[config.mk]
export PLATFORM = sky130hd
export DESIGN_NAME = alu_matmul_seq
export DESIGN_NICKNAME = d
export VERILOG_FILES = /design/src/rtl/alu_pkg.sv /design/src/rtl/alu_matmul_opsel.sv /design/src/rtl/alu_matmul_seq.sv
export SDC_FILE = /design/constraint.sdc
export NUM_CORES = 1
export LEC_CHECK = 0
export CORE_ASPECT_RATIO = 1.1
export CORE_MARGIN = 1.5
export CORE_UTILIZATION = 68
export DETAILED_ROUTE_END_ITERATION = 8
export DONT_BUFFER_PORTS = 1
export MAX_ROUTING_LAYER = met4
export PLACE_DENSITY = 0.86
export RECOVER_POWER = 50
export SETUP_SLACK_MARGIN = 0.2
export SLEW_MARGIN = 20
export SYNTH_ARGS = -nofsm -noshare
export SYNTH_HDL_FRONTEND = slang
export SYNTH_SLANG_ARGS = --single-unit
[constraint.sdc]
create_clock -name clk -period 5.9 [get_ports clk]
set_input_delay 1.18 -clock clk [delete_from_list [all_inputs] [get_ports clk]]
set_output_delay 1.18 -clock clk [all_outputs]
set_load 0.01 [all_outputs]
[src/rtl/alu_pkg.sv]
// Shared ALU definitions: control codes, matmul sequencer states, byte-lane indices.
package alu_pkg;

  localparam logic [3:0] OP_AND    = 4'b0000;
  localparam logic [3:0] OP_OR     = 4'b0001;
  localparam logic [3:0] OP_XOR    = 4'b0010;
  localparam logic [3:0] OP_SLL    = 4'b0100;
  localparam logic [3:0] OP_SRL    = 4'b0101;
  localparam logic [3:0] OP_ADD    = 4'b1000;
  localparam logic [3:0] OP_SUB    = 4'b1001;
  localparam logic [3:0] OP_MUL    = 4'b1010;
  localparam logic [3:0] OP_MATMUL = 4'b1111;

  typedef enum logic [2:0] {
    ST_IDLE,
    ST_MUL0,
    ST_MUL1,
    ST_ADD,
    ST_DONE
  } state_t;

  // Byte lane of element (row, col) in a packed 2x2 matrix is {row, col}.
  localparam logic [1:0] LANE_00 = 2'd0;
  localparam logic [1:0] LANE_01 = 2'd1;
  localparam logic [1:0] LANE_10 = 2'd2;
  localparam logic [1:0] LANE_11 = 2'd3;

  function automatic logic [7:0] lane(input logic [31:0] m, input logic [1:0] idx);
    return m[{idx, 3'b000} +: 8];
  endfunction

endpackage

[src/rtl/alu_matmul_opsel.sv]
// Combinational ALU operand/opcode selector for the matmul sequencer.
// Drives all-zero operands and control whenever no ALU request is active.
module alu_matmul_opsel
  import alu_pkg::*;
#(
  parameter logic [3:0] ADD_CODE = 4'b1000,
  parameter logic [3:0] MUL_CODE = 4'b1010
) (
  input  state_t      state,
  input  logic [1:0]  k,
  input  logic        req,
  input  logic [31:0] a,
  input  logic [31:0] b,
  input  logic [7:0]  p0,
  input  logic [7:0]  p1,
  output logic [7:0]  src_a,
  output logic [7:0]  src_b,
  output logic [3:0]  ctrl
);

  // Element k = {i, j}: MUL0 uses a_i0*b_0j, MUL1 uses a_i1*b_1j.
  always_comb begin
    src_a = 8'd0;
    src_b = 8'd0;
    ctrl  = 4'b0000;
    if (req) begin
      case (state)
        ST_MUL0: begin
          src_a = lane(a, {k[1], 1'b0});
          src_b = lane(b, {1'b0, k[0]});
          ctrl  = MUL_CODE;
        end
        ST_MUL1: begin
          src_a = lane(a, {k[1], 1'b1});
          src_b = lane(b, {1'b1, k[0]});
          ctrl  = MUL_CODE;
        end
        ST_ADD: begin
          src_a = p0;
          src_b = p1;
          ctrl  = ADD_CODE;
        end
        default: ;
      endcase
    end
  end

endmodule

[src/rtl/alu_matmul_seq.sv]
// 2x2 8-bit matrix multiply sequencer time-sharing the pipeline ALU via req/gnt.
// Optional MATMUL_ZERO_SKIP_EN bypasses the ALU for micro-ops with a zero operand.
module alu_matmul_seq #(
  parameter logic [3:0] OP_ADD = 4'b1000,
  parameter logic [3:0] OP_MUL = 4'b1010
) (
  input  logic        clk,
  input  logic        reset,
  input  logic        start,
  input  logic [31:0] mat_a,
  input  logic [31:0] mat_b,
  output logic        busy,
  output logic        done,
  output logic [31:0] mat_c,
  output logic        alu_req,
  input  logic        alu_gnt,
  output logic [7:0]  alu_src_a,
  output logic [7:0]  alu_src_b,
  output logic [3:0]  alu_ctrl,
  input  logic [7:0]  alu_result
);
  import alu_pkg::*;

  state_t      state, state_n;
  logic [1:0]  k, k_n;
  logic [31:0] a_r, b_r, a_n, b_n, mat_c_n;
  logic [7:0]  p0, p1, p0_n, p1_n, wr_val;
  logic        step_done, req_n;

`ifdef MATMUL_ZERO_SKIP_EN
  function automatic logic needs_alu(input state_t st, input logic [1:0] kk,
                                     input logic [31:0] a, input logic [31:0] b,
                                     input logic [7:0] q0, input logic [7:0] q1);
    case (st)
      ST_MUL0: return (lane(a, {kk[1], 1'b0}) != 8'd0) && (lane(b, {1'b0, kk[0]}) != 8'd0);
      ST_MUL1: return (lane(a, {kk[1], 1'b1}) != 8'd0) && (lane(b, {1'b1, kk[0]}) != 8'd0);
      ST_ADD:  return (q0 != 8'd0) && (q1 != 8'd0);
      default: return 1'b0;
    endcase
  endfunction
`endif

  always_comb begin
    state_n = state;
    k_n     = k;
    a_n     = a_r;
    b_n     = b_r;
    p0_n    = p0;
    p1_n    = p1;
    mat_c_n = mat_c;
`ifdef MATMUL_ZERO_SKIP_EN
    // A skipped step completes immediately with the known result.
    step_done = alu_req ? alu_gnt : 1'b1;
    wr_val    = alu_req ? alu_result : ((state == ST_ADD) ? ((p0 == 8'd0) ? p1 : p0) : 8'd0);
`else
    step_done = alu_gnt;
    wr_val    = alu_result;
`endif
    case (state)
      ST_IDLE: if (start) begin
        a_n     = mat_a;
        b_n     = mat_b;
        k_n     = 2'd0;
        state_n = ST_MUL0;
      end
      ST_MUL0: if (step_done) begin
        p0_n    = wr_val;
        state_n = ST_MUL1;
      end
      ST_MUL1: if (step_done) begin
        p1_n    = wr_val;
        state_n = ST_ADD;
      end
      ST_ADD: if (step_done) begin
        mat_c_n[{k, 3'b000} +: 8] = wr_val;
        if (k == 2'd3) begin
          state_n = ST_DONE;
        end else begin
          k_n     = k + 2'd1;
          state_n = ST_MUL0;
        end
      end
      ST_DONE: state_n = ST_IDLE;
      default: state_n = ST_IDLE;
    endcase
`ifdef MATMUL_ZERO_SKIP_EN
    req_n = needs_alu(state_n, k_n, a_n, b_n, p0_n, p1_n);
`else
    req_n = (state_n == ST_MUL0) || (state_n == ST_MUL1) || (state_n == ST_ADD);
`endif
  end

  always_ff @(posedge clk) begin
    if (reset) begin
      state   <= ST_IDLE;
      k       <= 2'd0;
      a_r     <= 32'd0;
      b_r     <= 32'd0;
      p0      <= 8'd0;
      p1      <= 8'd0;
      mat_c   <= 32'd0;
      busy    <= 1'b0;
      done    <= 1'b0;
      alu_req <= 1'b0;
    end else begin
      state   <= state_n;
      k       <= k_n;
      a_r     <= a_n;
      b_r     <= b_n;
      p0      <= p0_n;
      p1      <= p1_n;
      mat_c   <= mat_c_n;
      busy    <= (state_n != ST_IDLE);
      done    <= (state_n == ST_DONE);
      alu_req <= req_n;
    end
  end

  alu_matmul_opsel #(
    .ADD_CODE(OP_ADD),
    .MUL_CODE(OP_MUL)
  ) u_opsel (
    .state(state),
    .k(k),
    .req(alu_req),
    .a(a_r),
    .b(b_r),
    .p0(p0),
    .p1(p1),
    .src_a(alu_src_a),
    .src_b(alu_src_b),
    .ctrl(alu_ctrl)
  );

endmodule
-- Word level (Yosys, flattened, before mapping)
Cells that the tools add are included.
- $add $sub $neg: 2
- $mul: 0
- div/mod/pow operators: 0
- $lt $le $gt $ge: 0
- equal/unequal tests: 11
- shifts and indexed selects: 6
- muxes and demuxes: 17
- bitwise logic cells: 0
- reductions and logical operators: 11
- operator list (cell ; number):
    $shiftx A32 B6 Y8 ; 3
    $pmux W8 S3 ; 2
    $bwmux W32 ; 1
    $shift A8 B7 Y32 const A ; 1
    $shiftx A32 B5 Y8 ; 1
    $shiftx A8 B7 Y32 ; 1
    $mux W8 ; 2
    $mux W3 ; 5
    $eq A3 B2 Y1 const B ; 4
    $pmux W3 S4 ; 1
    $pmux W4 S2 ; 1
    $reduce_and A2 Y1 ; 4
    $neg A5 Y7 ; 1
    $eq A3 B1 Y1 const B ; 2
    $mux W2 ; 3
    $ne A2 B2 Y1 const B ; 3
    $mux W4 ; 1
    $pmux W2 S2 ; 1
    $reduce_and A4 Y1 ; 1
    $eq A3 B3 Y1 const B ; 1
    $logic_not A3 Y1 ; 1
    $reduce_bool A3 Y1 ; 1
    $add A2 B1 Y2 const B ; 1
    $eq A2 B2 Y1 const B ; 1
    other kinds (3) ; 4
- bits in registers: 120
- latch bits: 0
- bits in writable memories: 0
- memory bits (read-only): 0
- bits of input ports: 76
- output and inout bits: 55
- word-level logic and storage cells: 57
- memories: 0

-- Logic depth before layout (Yosys ltp)
Gate-level depths: netlist of run 1.
- word-level depth: 7
- gate-level depth with buffers: 8
- gate-level depth less buffers: 5

-- Cells and area by module
A second synthesis of run 1 with hierarchy kept.
- cells, all modules: 628
- area, all modules: 5462.7 um^2
- by module, submodules not included (module ; times used ; cells each ; area each (um^2) ; seq. area each (um^2)):
    alu_matmul_seq ; 1 ; 511 ; 4621.9 ; 2402.3
    alu_matmul_opsel ; 1 ; 117 ; 840.8 ; 0.0

-- Worst setup path before layout of run 1
OpenSTA, ideal clock, no wires.
- kind: reg-to-output
- from: reg state[1]
- to: out alu_src_a[5]
- data arrival time: 1.460 ns
- required time: 4.720 ns
- path slack: 3.260 ns
- cell stages (with the launch flop): 6
- path through: dfxtp_1 -> buf_2 -> clkbuf_1 -> nor4bb_1 -> a211oi_1 -> o31ai_1
- word-level cells in the longest chain between the ends: 3
- elaborated cells on any way between the ends: 5
- those cells by class: 3 x eq/ne; 2 x mux
- ends and longest elaborated chain (element ; RTL line ; RTL):
    from (decl) ; alu_matmul_seq.sv:24 ; state_t state, state_n;
    from (signal assigned) ; alu_matmul_seq.sv:106 ; state <= state_n;
    $eq A3 B2 Y1 / $eq A3 B1 Y1 (equally long branches) ; alu_matmul_opsel.sv:27 ; case (state)
    $pmux W8 S3 * ; alu_matmul_opsel.sv:27 ;
    $mux W8 * ; alu_matmul_opsel.sv:26 ; if (req) begin
    to (decl) ; alu_matmul_seq.sv:17 ; output logic [7:0] alu_src_a,
Every way passes the cells marked *; elsewhere a longest branch is shown, timed or not.

-- Worst setup path after layout of run 1
- from: reg state[2]
- to: out alu_src_b[7]
- word-level cells in the longest chain between the ends: 3
- elaborated cells on any way between the ends: 5
- those cells by class: 3 x eq/ne; 2 x mux
- ends and longest elaborated chain (element ; RTL line ; RTL):
    $eq A3 B2 Y1 / $eq A3 B1 Y1 (equally long branches) ; alu_matmul_opsel.sv:27 ;
    $pmux W8 S3 * ; alu_matmul_opsel.sv:27 ;
    $mux W8 * ; alu_matmul_opsel.sv:26 ;
    to (decl) ; alu_matmul_seq.sv:18 ; output logic [7:0] alu_src_b,
Marked as above.

==> run_results.csv, run 1 <==
group,metric,value,unit
outcome,outcome,"finished with violations",
outcome,violations,"max-capacitance violations, max-slew violations",
synthesis,synth.mux.area_fraction,0.0652,
sta,fmax,0.244,GHz
clock_tree,cts_resized,0,
clock_tree,clock_latency,520,ps
sta,post-route-min-period,4100,ps
place,gp_congestion,0.854,
detailed_routing,wl,13200,um
sta,rsz0062_at_grt,"no",
synthesis,ys_seq_area_frac,0.460,
critical_path,cp_slowest_cell,"dfxtp_1",
power,powerDensity,360,nW/um^2
sta,skew,10.1,ps
cells_and_area,nFillCells,520,
critical_path,r2r_setup_slack,2350,ps
floorplan,dieArea,8210,sq um
critical_path,rr_worst_depth,4,
critical_path,slowest_delay,960,ps
critical_path,r2r_end,"b_r[19]",
critical_path,worstPathMaxFanout,31,
synthesis,synth_common_cells,"nand2_1 (141), dfxtp_1 (120), a21oi_1 (91), clkbuf_1 (33), nand4_1 (27)",
floorplan,die_h,94.9,um
synthesis,async_reset_ff_frac,0,
floorplan,fp.dieW,86.5,um
sta,tightest_slew,2540,ps
synthesis,synth_xor_area_frac,0.00336,
sta,setup_tns,0,ps
synthesis,synth_top_area_cell,"dfxtp_1",
floorplan,start_util,0.702,
clock_tree,postCtsSetupBuffers,0,
place,placedCellCount,650,
place,place_hpwl,8650,um
detailed_routing,vias_per_cell,6.66,
synthesis,yosysTopAreaCellShare,0.460,
grt,track_usage,0.343,
grt,grt_pass1_vias,4272,
detailed_routing,drc,0,
cells_and_area,fin_nets,663,
clock_tree,cts_root_buffer,"clkbuf_8",
synthesis,synthAdderAreaFrac,0.0120,
power,ir_drop,0.000256,V
clock_tree,clockBufferDepth,2,
critical_path,critical_path_arrival,2920,ps
cells_and_area,drive_gt1_frac,0.0857,
detailed_routing,drtPass1Iterations,5,
sta,relSlewSlack,-0.694,
synthesis,synth_compound_area_frac,0.186,
synthesis,synthSimpleGateAreaFrac,0.221,
synthesis,syn_area,5220,sq um
synthesis,ys_top_cells_by_area,"dfxtp_1 (46%), nand2_1 (10%), a21oi_1 (8.7%)",
detailed_routing,drtIter0Drc,485,
synthesis,yosys_most_used_dff,"dfxtp_1",
clock_tree,cts.sinks,120,
synthesis,synth_top_family_by_area,"simple AND/OR/NAND/NOR gates",
clock_tree,hold_buffers,0,
critical_path,cp-start-kind,"flop",
sta,hold_violations,0,
synthesis,synth-seq-cells,120,
sta,period_share,0.694,
floorplan,core_area,7430,sq um
place,io_buffer_count,0,
cells_and_area,area_delta_synth_final,9.49,%
sta,setup_viol_count_final,0,
grt,grt_pass1_wl,20900,um
power,p_leak,2.00,nW
synthesis,yosysUniqueCellTypes,43,
grt,grt_antenna_before_repair,0,
grt,grt_max_degree,112,
clock_tree,htreeDepth,4,
critical_path,crit_type,"reg -> out",
synthesis,avgSynthCellArea,8.50,sq um
critical_path,timing.critical_path.to_type,"output port",
cells_and_area,n_antenna_cell,0,
critical_path,crit_required,4720,ps
grt,grt.overflow.total,0,
critical_path,r2r_start,"state[2]",
sta,drv_slew,83,
detailed_routing,ant_nets,0,
synthesis,postSynthCellCount,614,
synthesis,synth.most_common_cell,"nand2_1",
flow_run,drv_cap,3,
floorplan,io_pins,131,
critical_path,path_cells,"or3b_1 > mux4_2 > a22o_1",
clock_tree,cts-buffers-inserted,17,
floorplan,rows,33,
sta,hold_ws,445,ps
clock_tree,path_clk_slew,50,ps
detailed_routing,vias,4542,
clock_tree,cts_tree,"done",
synthesis,synth_edf_count,0,
cells_and_area,finalNonFillerCells,682,
critical_path,crit_end,"alu_src_b[7]",
critical_path,crit_path_start,"state[2]",
detailed_routing,wl_per_cell,19.4,um
worst_hold_path,hold_path.class,"reg -> reg",
synthesis,synth-warning-count,0,
[worst max-delay path, delay by kind of cell, from the launching register on]
family           cells  cell delay (ps)
AND/OR/NAND/NOR      1              610
flip-flops           1              960
multiplexers         1              590
AO/OA/AOI/OAI        1              240
[report_power, final]
group / switching, mW / internal (mW)
combinational: 0.0921 / 0.0600
sequential: 0.0331 / 0.852
clock: 0.347 / 0.675
[how the worst min path moves through the flow]
stage,endpoint,cells past startpoint,startpoint,slack (ps)
finish,a_r[11],2,a_r[11],440
global route,a_r[10],2,a_r[10],470
CTS,a_r[11],2,a_r[11],440
detailed placement,a_r[11],2,a_r[11],430
global placement,b_r[19],2,b_r[19],430
floorplan,a_r[10],2,a_r[10],430
[per-stage QoR]
stage	area (sq um)	power [mW]	worst slack [ps]	util
final	5710	2.06	1800	0.769
after global routing	5710	2.13	1630	0.769
after CTS	5730	2.06	1740	0.771
after detailed placement	5140	1.05	2280	0.692
after global placement	5140	1.04	2440	0.692
after floorplan	5220	1.03	3260	-
[per-layer routing]
| metal | part of all wire | track usage | up-vias |
|---|---|---|---|
| met5 | 0 | - | - |
| met4 | 0.029 | 0.159 | 0 |
| met3 | 0.086 | 0.0892 | 45 |
| met2 | 0.49 | 0.547 | 252 |
| met1 | 0.39 | 0.405 | 2141 |
| li1 | - | - | 2104 |
[cell type report]
class                   count  area (sq um)  area share
well taps                  87           109      0.0190
clock inverters             8           119      0.0208
inverters                   7          26.3     0.00460
clock buffers              24           470      0.0823
multi-input cells         432          2560       0.448
repair buffers              4          26.3     0.00460
flip-flops and latches    120          2400       0.421
[flip-flops by register name (all words and copies together), names as in the netlist]
name / count
b_r: 32
k: 2
alu_req: 1
busy: 1
mat_c: 32
a_r: 32
p0: 8
p1: 8
state: 3
done: 1
[placed cells by master (no fill, tap or decap), types with 2 or more instances in the layout]
cell         n
o31ai_1     10
nor2b_1      2
nor2_1      17
mux2_2       8
nand2_1    141
nor3b_2      3
conb_1       2
a21boi_0     2
nand4b_1     2
bufinv_16    3
a22o_1      11
clkbuf_8     4
o211ai_1     4
o21ai_1     13
clkinv_2     4
clkbuf_1     5
ha_1         5
a21boi_1     4
o21ai_0     12
inv_1        5
a21oi_1     91
or3b_1       2
clkbuf_16   16
buf_4        3
nand4_1     27
nor4bb_1    18
a211oi_1    17
and3_1       3
mux4_2       4
xor2_1       2
nand2b_1     4
and4b_1      2
inv_2        2
mux2i_1     16
dfxtp_1    119
[cells by family (layout without fill, tap and decap cells)]
group           after synthesis  count (layout)
flops                       120             120
mux                          28              28
buf+inv                      63              43
simple gates                229             229
other cells                   1               2
xor+xnor                      2               2
compound gates              166             166
fa+ha+maj                     5               5
No activity file was read; power rests on OpenSTA's default activity.
==> run 2: changes to the inputs <==
Settings changed: CORE_UTILIZATION 68 to 63, PLACE_DENSITY 0.86 to 0.81.
Clock period 5.9 ns to 4 ns, I/O delays scaled along.
==> run 2 against run 1 <==
The run still ends with max-capacitance violations, max-slew violations left; design area grew 1.3%; setup slack lost 1200 ps; register-to-register slack lost 1400 ps; via count shrank 2.2%; critical path type unchanged; critical path depth is the same; global-route usage shrank 1.9 points; largest cell class unchanged.
==> run_results.csv, run 2 (same netlist as run 1, synthesis figures left out) <==
group,metric,value,unit
outcome,outcome,"finished with violations",
outcome,violations,"max-capacitance violations, max-slew violations",
floorplan,io_pins,131,
cells_and_area,reg.largest.list,"a_r x32, b_r x32, mat_c x32",
grt,grt_pass1_wl,21700,um
cells_and_area,drive_gt1_frac,0.0905,
critical_path,path_cells,"or3b_1 > mux4_2 > a22o_1",
sta,post-route-min-period,3430,ps
sta,hold_ws,357,ps
sta,relSlewSlack,-0.334,
critical_path,r2r_setup_slack,970,ps
critical_path,slowest_delay,670,ps
detailed_routing,vias,4443,
detailed_routing,wl_met2,6860,um
clock_tree,cts.sinks,120,
detailed_routing,drc,0,
sta,period_share,0.857,
place,gp_congestion,0.883,
clock_tree,cts_tree,"done",
cells_and_area,layout_common_cells,"nand2_1 (141), dfxtp_1 (120), a21oi_1 (91)",
clock_tree,clock_latency,510,ps
detailed_routing,ant_nets,0,
cells_and_area,n_antenna_cell,0,
floorplan,die_h,98.5,um
detailed_routing,met3WireLength,964,um
sta,rsz0062_at_grt,"no",
critical_path,critical_path_arrival,2630,ps
floorplan,fp.dieW,89.8,um
place,place_hpwl,9320,um
power,ir_drop,0.000334,V
critical_path,crit_family,"flip-flops",
sta,setup_viol_count_final,0,
detailed_routing,vias_per_cell,6.30,
place,placedCellCount,673,
critical_path,worstPathMaxFanout,21,
detailed_routing,wl,13800,um
clock_tree,cts-buffers-inserted,17,
cells_and_area,finalNonFillerCells,705,
cells_and_area,fin_nets,665,
sta,drv_slew,65,
sta,hold_violations,0,
cells_and_area,area_delta_synth_final,10.9,%
clock_tree,path_clk_slew,60,ps
critical_path,crit_path_start,"state[1]",
clock_tree,clockBufferDepth,2,
sta,setup_tns,0,ps
place,io_buffer_count,0,
critical_path,crit_required,3200,ps
detailed_routing,wl_met1,5460,um
critical_path,crit_type,"reg -> out",
clock_tree,hold_buffers,0,
detailed_routing,highest_layer,"met4",
sta,fmax,0.292,GHz
floorplan,core_area,7960,sq um
critical_path,cp_num_buf_inv,0,
floorplan,start_util,0.656,
sta,tightest_slew,2000,ps
flow_run,drv_cap,1,
clock_tree,postCtsSetupBuffers,0,
detailed_routing,wl_per_cell,19.6,um
worst_hold_path,hold_path.class,"in -> reg",
critical_path,timing.critical_path.to_type,"output port",
grt,grt_pass1_vias,4283,
detailed_routing,drtPass1Iterations,5,
worst_hold_path,hold_start,"reset",
floorplan,rows,34,
cells_and_area,final_util,0.728,
power,p_leak,2.02,nW
clock_tree,htreeDepth,4,
critical_path,cp_slowest_cell,"dfxtp_1",
grt,track_usage,0.324,
clock_tree,cts_resized,0,
floorplan,dieArea,8840,sq um
grt,grt_max_degree,112,
sta,skew,7.25,ps
power,powerDensity,541,nW/um^2
critical_path,cp-start-kind,"flop",
critical_path,r2r_start,"state[1]",
detailed_routing,drtIter0Drc,363,
clock_tree,cts_root_buffer,"clkbuf_8",
grt,grt_antenna_before_repair,0,
cells_and_area,layout_commonest_cell,"nand2_1",
grt,grt.overflow.total,0,
-- run 2: cell count changes in the layout (fill, tap and decap cells not counted), sizes merged --
cell / delta
clkbuf: -3
buf: +1
bufinv: +1
clkinv: +1
clkinvlp: +2
-- run 2: routing by layer --
layer	vias up	track usage
met5	-	-
met2	210	0.530
li1	2117	-
met1	2077	0.367
met4	0	0.168
met3	39	0.0833
-- run 2: path summary, 6_finish.rpt --
kind	end	cells past startpoint
min	mat_c[8]	1
max reg2reg	b_r[20]	4
min reg2reg	b_r[21]	2
max	alu_src_b[7]	3
-- run 2: cell type report --
type | instances | area (sq um)
tap | 108 | 135
inverter | 7 | 26.3
sequential | 120 | 2400
timing repair buffer | 6 | 37.5
clock inverter | 12 | 173
clock buffer | 20 | 455
multi-input combinational | 432 | 2560
fill | 623 | 2170
-- run 2: through the flow --
stage | power, mW | instance area, sq um | setup WS [ps]
2_1_floorplan | 1.52 | 5220 | 1740
3_3_place_gp | 1.55 | 5180 | 1190
3_5_place_dp | 1.56 | 5180 | 1130
4_1_cts | 3.14 | 5810 | 602
5_1_grt | 3.23 | 5790 | 448
6_report | 3.13 | 5790 | 571
-- run 2: report_power, final --
| group | internal [mW] | total, mW | switching (mW) |
|---|---|---|---|
| Combinational | 0.0871 | 0.229 | 0.142 |
| Clock | 1.06 | 1.60 | 0.543 |
| Sequential | 1.26 | 1.30 | 0.0485 |
| Total | 2.40 | 3.13 | 0.733 |
==> run 3: changes to the inputs <==
Settings changed: CORE_UTILIZATION 63 to 66, CTS_BUF_LIST from default to sky130_fd_sc_hd__clkbuf_8, PLACE_DENSITY 0.81 to 0.84.
==> run 3 against run 2 <==
The flow still finishes with violations (max-capacitance violations, max-slew violations); routed wire length shrank 5.7%; cell count shrank 0.57%; total power shrank 21%; non-clock buffer count shrank 1; largest cell class unchanged; worst hold slack gained 95 ps.
==> run_results.csv, run 3 (same netlist as run 1, synthesis figures left out) <==
group,metric,value,unit
detailed_routing,met3WireLength,1100,um
floorplan,rows,33,
place,gp_congestion,0.877,
cells_and_area,layout_common_cells,"nand2_1 (141), dfxtp_1 (120), a21oi_1 (91)",
grt,grt_pass1_wl,19900,um
critical_path,critical_path_arrival,2560,ps
critical_path,crit_required,3200,ps
critical_path,crit_path_start,"state[2]",
grt,track_usage,0.322,
sta,fmax,0.298,GHz
clock_tree,cts-buffers-inserted,17,
critical_path,crit_type,"reg -> out",
place,place_hpwl,8650,um
critical_path,r2r_end,"p1[4]",
floorplan,fp.dieW,87.8,um
detailed_routing,drc,0,
detailed_routing,ant_nets,0,
detailed_routing,drtPass1Iterations,6,
clock_tree,clock_latency,430,ps
detailed_routing,wl_met2,6330,um
critical_path,r2r_setup_slack,990,ps
critical_path,timing.critical_path.to_type,"output port",
sta,setup_tns,0,ps
detailed_routing,wl_per_cell,18.6,um
grt,grt_pass1_vias,4055,
detailed_routing,drtIter0Drc,427,
detailed_routing,wl,13000,um
cells_and_area,layout_commonest_cell,"nand2_1",
clock_tree,cts.sinks,120,
sta,setup_viol_count_final,0,
clock_tree,hold_buffers,0,
sta,post-route-min-period,3360,ps
floorplan,die_h,96.3,um
sta,skew,9.99,ps
floorplan,dieArea,8450,sq um
detailed_routing,highest_layer,"met4",
cells_and_area,reg.largest.list,"a_r x32, b_r x32, mat_c x32",
clock_tree,cts_root_buffer,"clkbuf_8",
power,powerDensity,451,nW/um^2
floorplan,io_pins,131,
flow_run,drv_cap,2,
clock_tree,clockBufferDepth,2,
sta,period_share,0.839,
cells_and_area,fin_nets,664,
clock_tree,path_clk_slew,70,ps
cells_and_area,n_antenna_cell,0,
clock_tree,cts_tree,"done",
clock_tree,postCtsSetupBuffers,0,
place,io_buffer_count,0,
clock_tree,cts_resized,0,
sta,hold_violations,0,
sta,relSlewSlack,-0.334,
cells_and_area,drive_gt1_frac,0.0839,
sta,tightest_slew,1970,ps
grt,grt.overflow.total,0,
critical_path,worstPathMaxFanout,19,
outcome,outcome,"finished with violations",
critical_path,rr_worst_depth,4,
power,finalPower,2.48,mW
grt,grt_max_degree,112,
floorplan,start_util,0.691,
sta,drv_slew,18,
grt,grt_antenna_before_repair,0,
detailed_routing,vias,4398,
critical_path,cp-start-kind,"flop",
detailed_routing,vias_per_cell,6.27,
clock_tree,htreeDepth,4,
detailed_routing,wl_met1,5310,um
cells_and_area,nFillCells,614,
power,ir_drop,0.000305,V
sta,rsz0062_at_grt,"no",
floorplan,core_area,7560,sq um
power,p_leak,1.91,nW
worst_hold_path,hold_path.class,"in -> reg",
critical_path,crit_end,"alu_src_b[7]",
critical_path,r2r_start,"state[2]",
cells_and_area,area_delta_synth_final,5.27,%
outcome,violations,"max-capacitance violations, max-slew violations",
[run 3: how the worst min path moves through the flow]
stage	from	endpoint	slack [ps]	depth (start not counted)
floorplan	a_r[10]	a_r[10]	430	2
global placement	b_r[30]	b_r[30]	440	2
detailed placement	b_r[12]	b_r[12]	440	2
CTS	reset	a_r[14]	430	1
global route	reset	a_r[18]	420	1
finish	reset	a_r[28]	450	1
[run 3: power by group]
group          internal (mW)  switching, mW  total [mW]
clock network          0.488          0.461       0.949
logic                 0.0878          0.145       0.233
registers               1.26         0.0393        1.29
total                   1.83          0.646        2.48
[run 3: worst max-delay path: stages, from the launching register on]
cell and delay [ps]:
dfxtp_1 720, or3b_1 580, mux4_2 570, a22o_1 250
[run 3: layout make-up]
class	count	area [sq um]	area share
multi-input cells	432	2560	0.466
well taps	105	131	0.0239
inverters	7	26.3	0.00478
flip-flops and latches	120	2400	0.437
repair buffers	5	31.3	0.00569
clock inverters	14	95.1	0.0173
clock buffers	18	248	0.0451
[run 3: routing by layer]
| metal | vias to the layer above | GRT usage |
|---|---|---|
| li1 | 2109 | - |
| met4 | 0 | 0.131 |
| met3 | 23 | 0.0943 |
| met5 | - | - |
| met2 | 204 | 0.503 |
| met1 | 2062 | 0.391 |
[run 3: metrics by stage]
| stage | utilization | std cells | hold slack [ps] | area, sq um | setup WS [ps] |
|---|---|---|---|---|---|
| 6_report | 0.727 | 701 | 452 | 5490 | 644 |
| 3_5_place_dp | 0.684 | 669 | 439 | 5170 | 1130 |
| 5_1_grt | 0.727 | 701 | 416 | 5490 | 500 |
| 2_1_floorplan | - | 615 | 431 | 5220 | 1740 |
| 4_1_cts | 0.730 | 701 | 428 | 5510 | 642 |
| 3_3_place_gp | 0.684 | 669 | 435 | 5170 | 1180 |
